[src/rtl/lc3_operand_fetch.sv]
// Operand fetch sequencer for the LC-3 register file.
// Reads SR1 and then SR2 over a single registered read port.
// Holds a scoreboard of pending writebacks and stalls on RAW hazards.
// Writebacks pass straight through to the write port and are never stalled.
module lc3_operand_fetch #(
  parameter int unsigned RD_LATENCY = 2
) (
  input  logic        clk,
  input  logic        reset,
  input  logic        req_valid,
  output logic        req_ready,
  input  logic [2:0]  req_sr1,
  input  logic [2:0]  req_sr2,
  input  logic        req_use_sr2,
  input  logic [2:0]  req_dr,
  input  logic        req_dr_valid,
  output logic        op_valid,
  input  logic        op_ready,
  output logic [15:0] op_a,
  output logic [15:0] op_b,
  output logic [2:0]  op_dr,
  input  logic        wb_valid,
  input  logic [2:0]  wb_reg,
  input  logic [15:0] wb_data,
  output logic [2:0]  rf_out_reg,
  input  logic [15:0] rf_outdata,
  output logic [2:0]  rf_write_reg,
  output logic        rf_we,
  output logic [15:0] rf_indata,
  output logic [7:0]  busy_mask
);

  localparam logic [2:0] IDLE = 3'd0;
  localparam logic [2:0] HAZ  = 3'd1;
  localparam logic [2:0] RD1  = 3'd2;
  localparam logic [2:0] RD2  = 3'd3;
  localparam logic [2:0] DONE = 3'd4;

  logic [2:0]  state_q, state_d;
  logic [2:0]  sr1_q, sr2_q, dr_q;
  logic        use_sr2_q, dr_valid_q;
  logic [1:0]  cnt_q;
  logic        fwd_hit_q;
  logic [15:0] fwd_data_q;
  logic [7:0]  busy_d;

  logic        hazard;
  logic        rd_last;
  logic [2:0]  rd_reg;
  logic        wb_hit;
  logic [15:0] rd_value;

  // Write path: pure pass-through, active in every state including reset.
  assign rf_we        = wb_valid;
  assign rf_write_reg = wb_reg;
  assign rf_indata    = wb_data;

  assign req_ready = (state_q == IDLE) && !reset;
  assign op_valid  = (state_q == DONE);

  assign hazard   = busy_mask[sr1_q] | (use_sr2_q & busy_mask[sr2_q]);
  assign rd_last  = (cnt_q == 2'(RD_LATENCY - 1));
  assign rd_reg   = (state_q == RD2) ? sr2_q : sr1_q;
  assign wb_hit   = wb_valid && (wb_reg == rd_reg);
  // Latest writeback inside the read window overrides the stale file data.
  assign rd_value = wb_hit ? wb_data : (fwd_hit_q ? fwd_data_q : rf_outdata);

  // Next-state decode for the fetch sequencer.
  always_comb begin
    state_d = state_q;
    case (state_q)
      IDLE: if (req_valid) state_d = HAZ;
      HAZ:  if (!hazard) state_d = RD1;
      RD1:  if (rd_last) state_d = use_sr2_q ? RD2 : DONE;
      RD2:  if (rd_last) state_d = DONE;
      DONE: if (op_ready) state_d = IDLE;
      default: state_d = IDLE;
    endcase
  end

  // Scoreboard update: writeback clears, operand handoff sets; set wins.
  always_comb begin
    busy_d = busy_mask;
    if (wb_valid) busy_d[wb_reg] = 1'b0;
    if ((state_q == DONE) && op_ready && dr_valid_q) busy_d[dr_q] = 1'b1;
  end

  // Request capture, read-window counting, forwarding and operand loading.
  always_ff @(posedge clk) begin
    if (reset) begin
      state_q    <= IDLE;
      busy_mask  <= 8'h00;
      sr1_q      <= 3'd0;
      sr2_q      <= 3'd0;
      dr_q       <= 3'd0;
      use_sr2_q  <= 1'b0;
      dr_valid_q <= 1'b0;
      cnt_q      <= 2'd0;
      fwd_hit_q  <= 1'b0;
      fwd_data_q <= 16'h0000;
      op_a       <= 16'h0000;
      op_b       <= 16'h0000;
      op_dr      <= 3'd0;
      rf_out_reg <= 3'd0;
    end else begin
      state_q   <= state_d;
      busy_mask <= busy_d;
      case (state_q)
        IDLE: begin
          if (req_valid) begin
            sr1_q      <= req_sr1;
            sr2_q      <= req_sr2;
            use_sr2_q  <= req_use_sr2;
            dr_q       <= req_dr;
            dr_valid_q <= req_dr_valid;
            op_dr      <= req_dr;
          end
        end
        HAZ: begin
          if (!hazard) begin
            rf_out_reg <= sr1_q;
            cnt_q      <= 2'd0;
            fwd_hit_q  <= 1'b0;
          end
        end
        RD1, RD2: begin
          if (rd_last) begin
            cnt_q     <= 2'd0;
            fwd_hit_q <= 1'b0;
            if (state_q == RD1) begin
              op_a <= rd_value;
              if (use_sr2_q) rf_out_reg <= sr2_q;
              else           op_b       <= 16'h0000;
            end else begin
              op_b <= rd_value;
            end
          end else begin
            cnt_q <= cnt_q + 2'd1;
            if (wb_hit) begin
              fwd_hit_q  <= 1'b1;
              fwd_data_q <= wb_data;
            end
          end
        end
        default: ;
      endcase
    end
  end

endmodule
[config.mk]
export PLATFORM = sky130hd
export DESIGN_NAME = lc3_operand_fetch
export DESIGN_NICKNAME = d
export VERILOG_FILES = /design/src/rtl/lc3_operand_fetch.sv
export SDC_FILE = /design/constraint.sdc
export NUM_CORES = 1
export LEC_CHECK = 0
export BUFFER_PORTS_ARGS = -buffer_cell sky130_fd_sc_hd__buf_2
export CORE_MARGIN = 2
export CORE_UTILIZATION = 35
export CTS_CLUSTER_DIAMETER = 50
export CTS_CLUSTER_SIZE = 20
export DETAILED_ROUTE_END_ITERATION = 16
export PLACE_DENSITY = 0.64
export SYNTH_ARGS = -nofsm -noshare
export SYNTH_HDL_FRONTEND = slang
export SYNTH_SLANG_ARGS = --single-unit
[constraint.sdc]
create_clock -name clk -period 3.4 [get_ports clk]
set_input_delay 0.34 -clock clk [delete_from_list [all_inputs] [get_ports clk]]
set_output_delay 0.34 -clock clk [all_outputs]
set_load 0.01 [all_outputs]
==> metrics <==
outcome=completed; NetSw=approximately 610 uW; Comb power frac=between 10% and 20%; postcts setup bufs=0; synthesis-stage register bit count=76; first-pass GRT wire length=14150 um; register area=~0.0015 sq mm; Max VDD drop=183.4 uV; DIE HEIGHT=around 100 um; Final Cycle Share=between 60% and 70%; WHS Path Cells=2; HP Class=input pin to flip-flop; Worst-Margin Slew=~0.76 ns; Sw Ratio=between 20% and 30%; CTS Sinks=76; Post-CTS Hold Buffers=0; die width=about 100 um; Worst EP required=3.62 ns; achievable frequency=around 0.46 GHz; asr flop ratio synth=0%; Min Hold Slack=around 0.21 ns; CTS tree=built; Total Wirelength=between 8000 and 9000 um; relative slew slack=about 49%; Total GRT Usage=approximately 16%; CP max FO=17; Worst Setup End Kind=flip-flop; Starting Density=36.11%; drt via density=4.931; clock share of power=between 30% and 40%; GRT overflow=0; distinct cell type count after synthesis=37; share of layout cells above drive strength 1=between 30 and 40%; # DRC=0; top-count cell post-synth=dfxtp_1; initial drt markers=slightly above 90; area grow syn2layout=21.20%; Syn Inst Count=397; largest net degree at the start of global routing=46; Syn Std Cell Area=about 0.0035 sq mm; worst path arrival time=between 2 and 2.5 ns; number of synthesized flops with an enable pin=0; P_leak=0.001804 uW; Final HPWL DP=6375 um; Pint=between 1000 and 1500 uW; syn_nets=between 400 and 500; Syn. warnings=0; number of max-cap violations=0; post-route setup TNS=0 ns; top cells by area, synth=dfxtp_1 43%, mux2i_1 11%, nand2_1 7.1%; # setup viols final=0; Worst-path clk slew=~0.090 ns; Slew Limit Fails=0; register area share after synthesis=43.11%; syn avg cell area=slightly below 9 sq um; area fraction of the dominant cell type after synthesis=a little over two fifths; CP dominant cell by count=mux2i_1; peak per-stage delay on the critical path=between 0.5 and 0.6 ns; area of the multi-input gates=approximately 0.0017 sq mm; CTS HTree Levels=3; Pre-Repair DR Iteration Count=4; most frequent cells after synthesis=76 x dfxtp_1, 67 x nand2_1, 39 x mux2i_1; area leader, netlist=dfxtp_1; initial antenna violation count=0; Sequential Power Share=between 40 and 50%; diodes inserted=0; GPL Wtd Cong=0.8095; crit path time final=~2.2 ns; die area=~0.011 sq mm; largest registers=fwd_data_q (16), op_a (16), op_b (16); io pins=approximately 120; CTS Buffer Depth=2; Vias=about 3100; root buffer cell=clkbuf_8; total CTS buffers=9; Avg WL per Cell=13.69 um; Worst Clk Skew=approximately 0.013 ns; vias in the first global route=between 2000 and 3000; Resized cells post-CTS=0; CP Cell Sequence=nand3b_4 -> mux2i_1 -> xnor2_1 -> nor3_2 -> buf_4 -> mux2i_1 -> o21ai_0; Top FF cell, synth=dfxtp_1; Antenna Violating Nets Remaining=0; unrepaired setup endpoints after global routing=false; fillcell total=around 1000; Critical-path top delay cell=dfxtp_1; power density over the cells=between 400 and 500 mW/mm^2; port bufs=between 100 and 150; startpoint types=flip-flop; FF-to-FF path depth=7; Hold Fails Final Rpt=0; Core Area=~0.0098 sq mm; num rows=36; Clk Latency, worst-skew pair=0.35 ns; critical path class=flip-flop to flip-flop; Final #Nets=540
-- power by group through the flow --
stage	Sequential [uW]	Clock, uW	Combinational [uW]
after floorplan	989	0	262
after global placement	1010	0	342
after detailed placement	1010	0	346
after CTS	986	740	347
after global routing	995	782	385
final	986	728	344
-- final cells by class --
type	count	share of cell area, %
Tap cell	133	3.890
Sequential cell	76	35.57
Clock buffer	10	3.217
Inverter	6	0.5265
Clock inverter	6	1.638
Timing Repair Buffer	124	14.86
Multi-Input combinational cell	272	40.30
-- cell families after synthesis --
kind of cell | share of synthesized area, %
flip-flops | 43.11
buffers and inverters | 8.188
AO/OA/AOI/OAI | 13.08
XOR/XNOR | 0.4964
multiplexers | 18.08
AND/OR/NAND/NOR | 17.05
-- worst max-delay path: cells and delay by family, from the launching register on --
| family | cells | cell delay, ns |
|---|---|---|
| AND/OR/NAND/NOR | 2 | 0.42 |
| flip-flops | 1 | 0.53 |
| multiplexers | 2 | 0.52 |
| AO/OA/AOI/OAI | 1 | 0.13 |
| XOR/XNOR | 1 | 0.15 |
| buffers and inverters | 1 | 0.31 |
-- per-layer routing --
metal / vias to the layer above / global-route usage, % / wire length (um)
li1: 1536 / - / -
met1: 1458 / 21.15 / 4048
met2: 86 / 25.54 / 3946
met3: 12 / 2.945 / 454
met4: 0 / 6.081 / 132
met5: - / 0 / 0
-- worst paths after layout --
| path | start | end | slack, ns |
|---|---|---|---|
| worst max-delay path | state_q[2] | op_b[4] | 1.21 |
| worst min-delay path | reset | fwd_hit_q | 0.21 |
| worst max register to register | state_q[2] | op_b[4] | 1.21 |
| worst min register to register | op_b[6] | op_b[6] | 0.45 |
-- cells in the final DEF (no fill, tap or decap), types with 6 or more instances in the layout --
cell type / synthesis / routed
dfxtp_1: 76 / 76
mux2_2: 20 / 20
buf_2: 0 / 118
nand2b_1: 7 / 7
mux2i_1: 39 / 39
nand2_1: 67 / 67
a311oi_1: 6 / 6
buf_4: 22 / 6
inv_1: 6 / 6
clkbuf_8: 0 / 10
o21ai_0: 37 / 37
a21oi_1: 25 / 25
nor2_1: 28 / 28
-- stage by stage --
step / power, uW / setup WS [ns] / util, % / std cells / cell area (sq um)
finish: 2057 / 1.211 / 43.77 / 627 / 4278
global route: 2162 / 1.022 / 43.77 / 627 / 4278
CTS: 2073 / 1.180 / 43.77 / 627 / 4278
detailed placement: 1353 / 1.183 / 41.64 / 611 / 4070
global placement: 1348 / 1.252 / 41.64 / 611 / 4070
floorplan: 1250 / 1.367 / - / 397 / 3530
(Power assumes the default switching activity.)
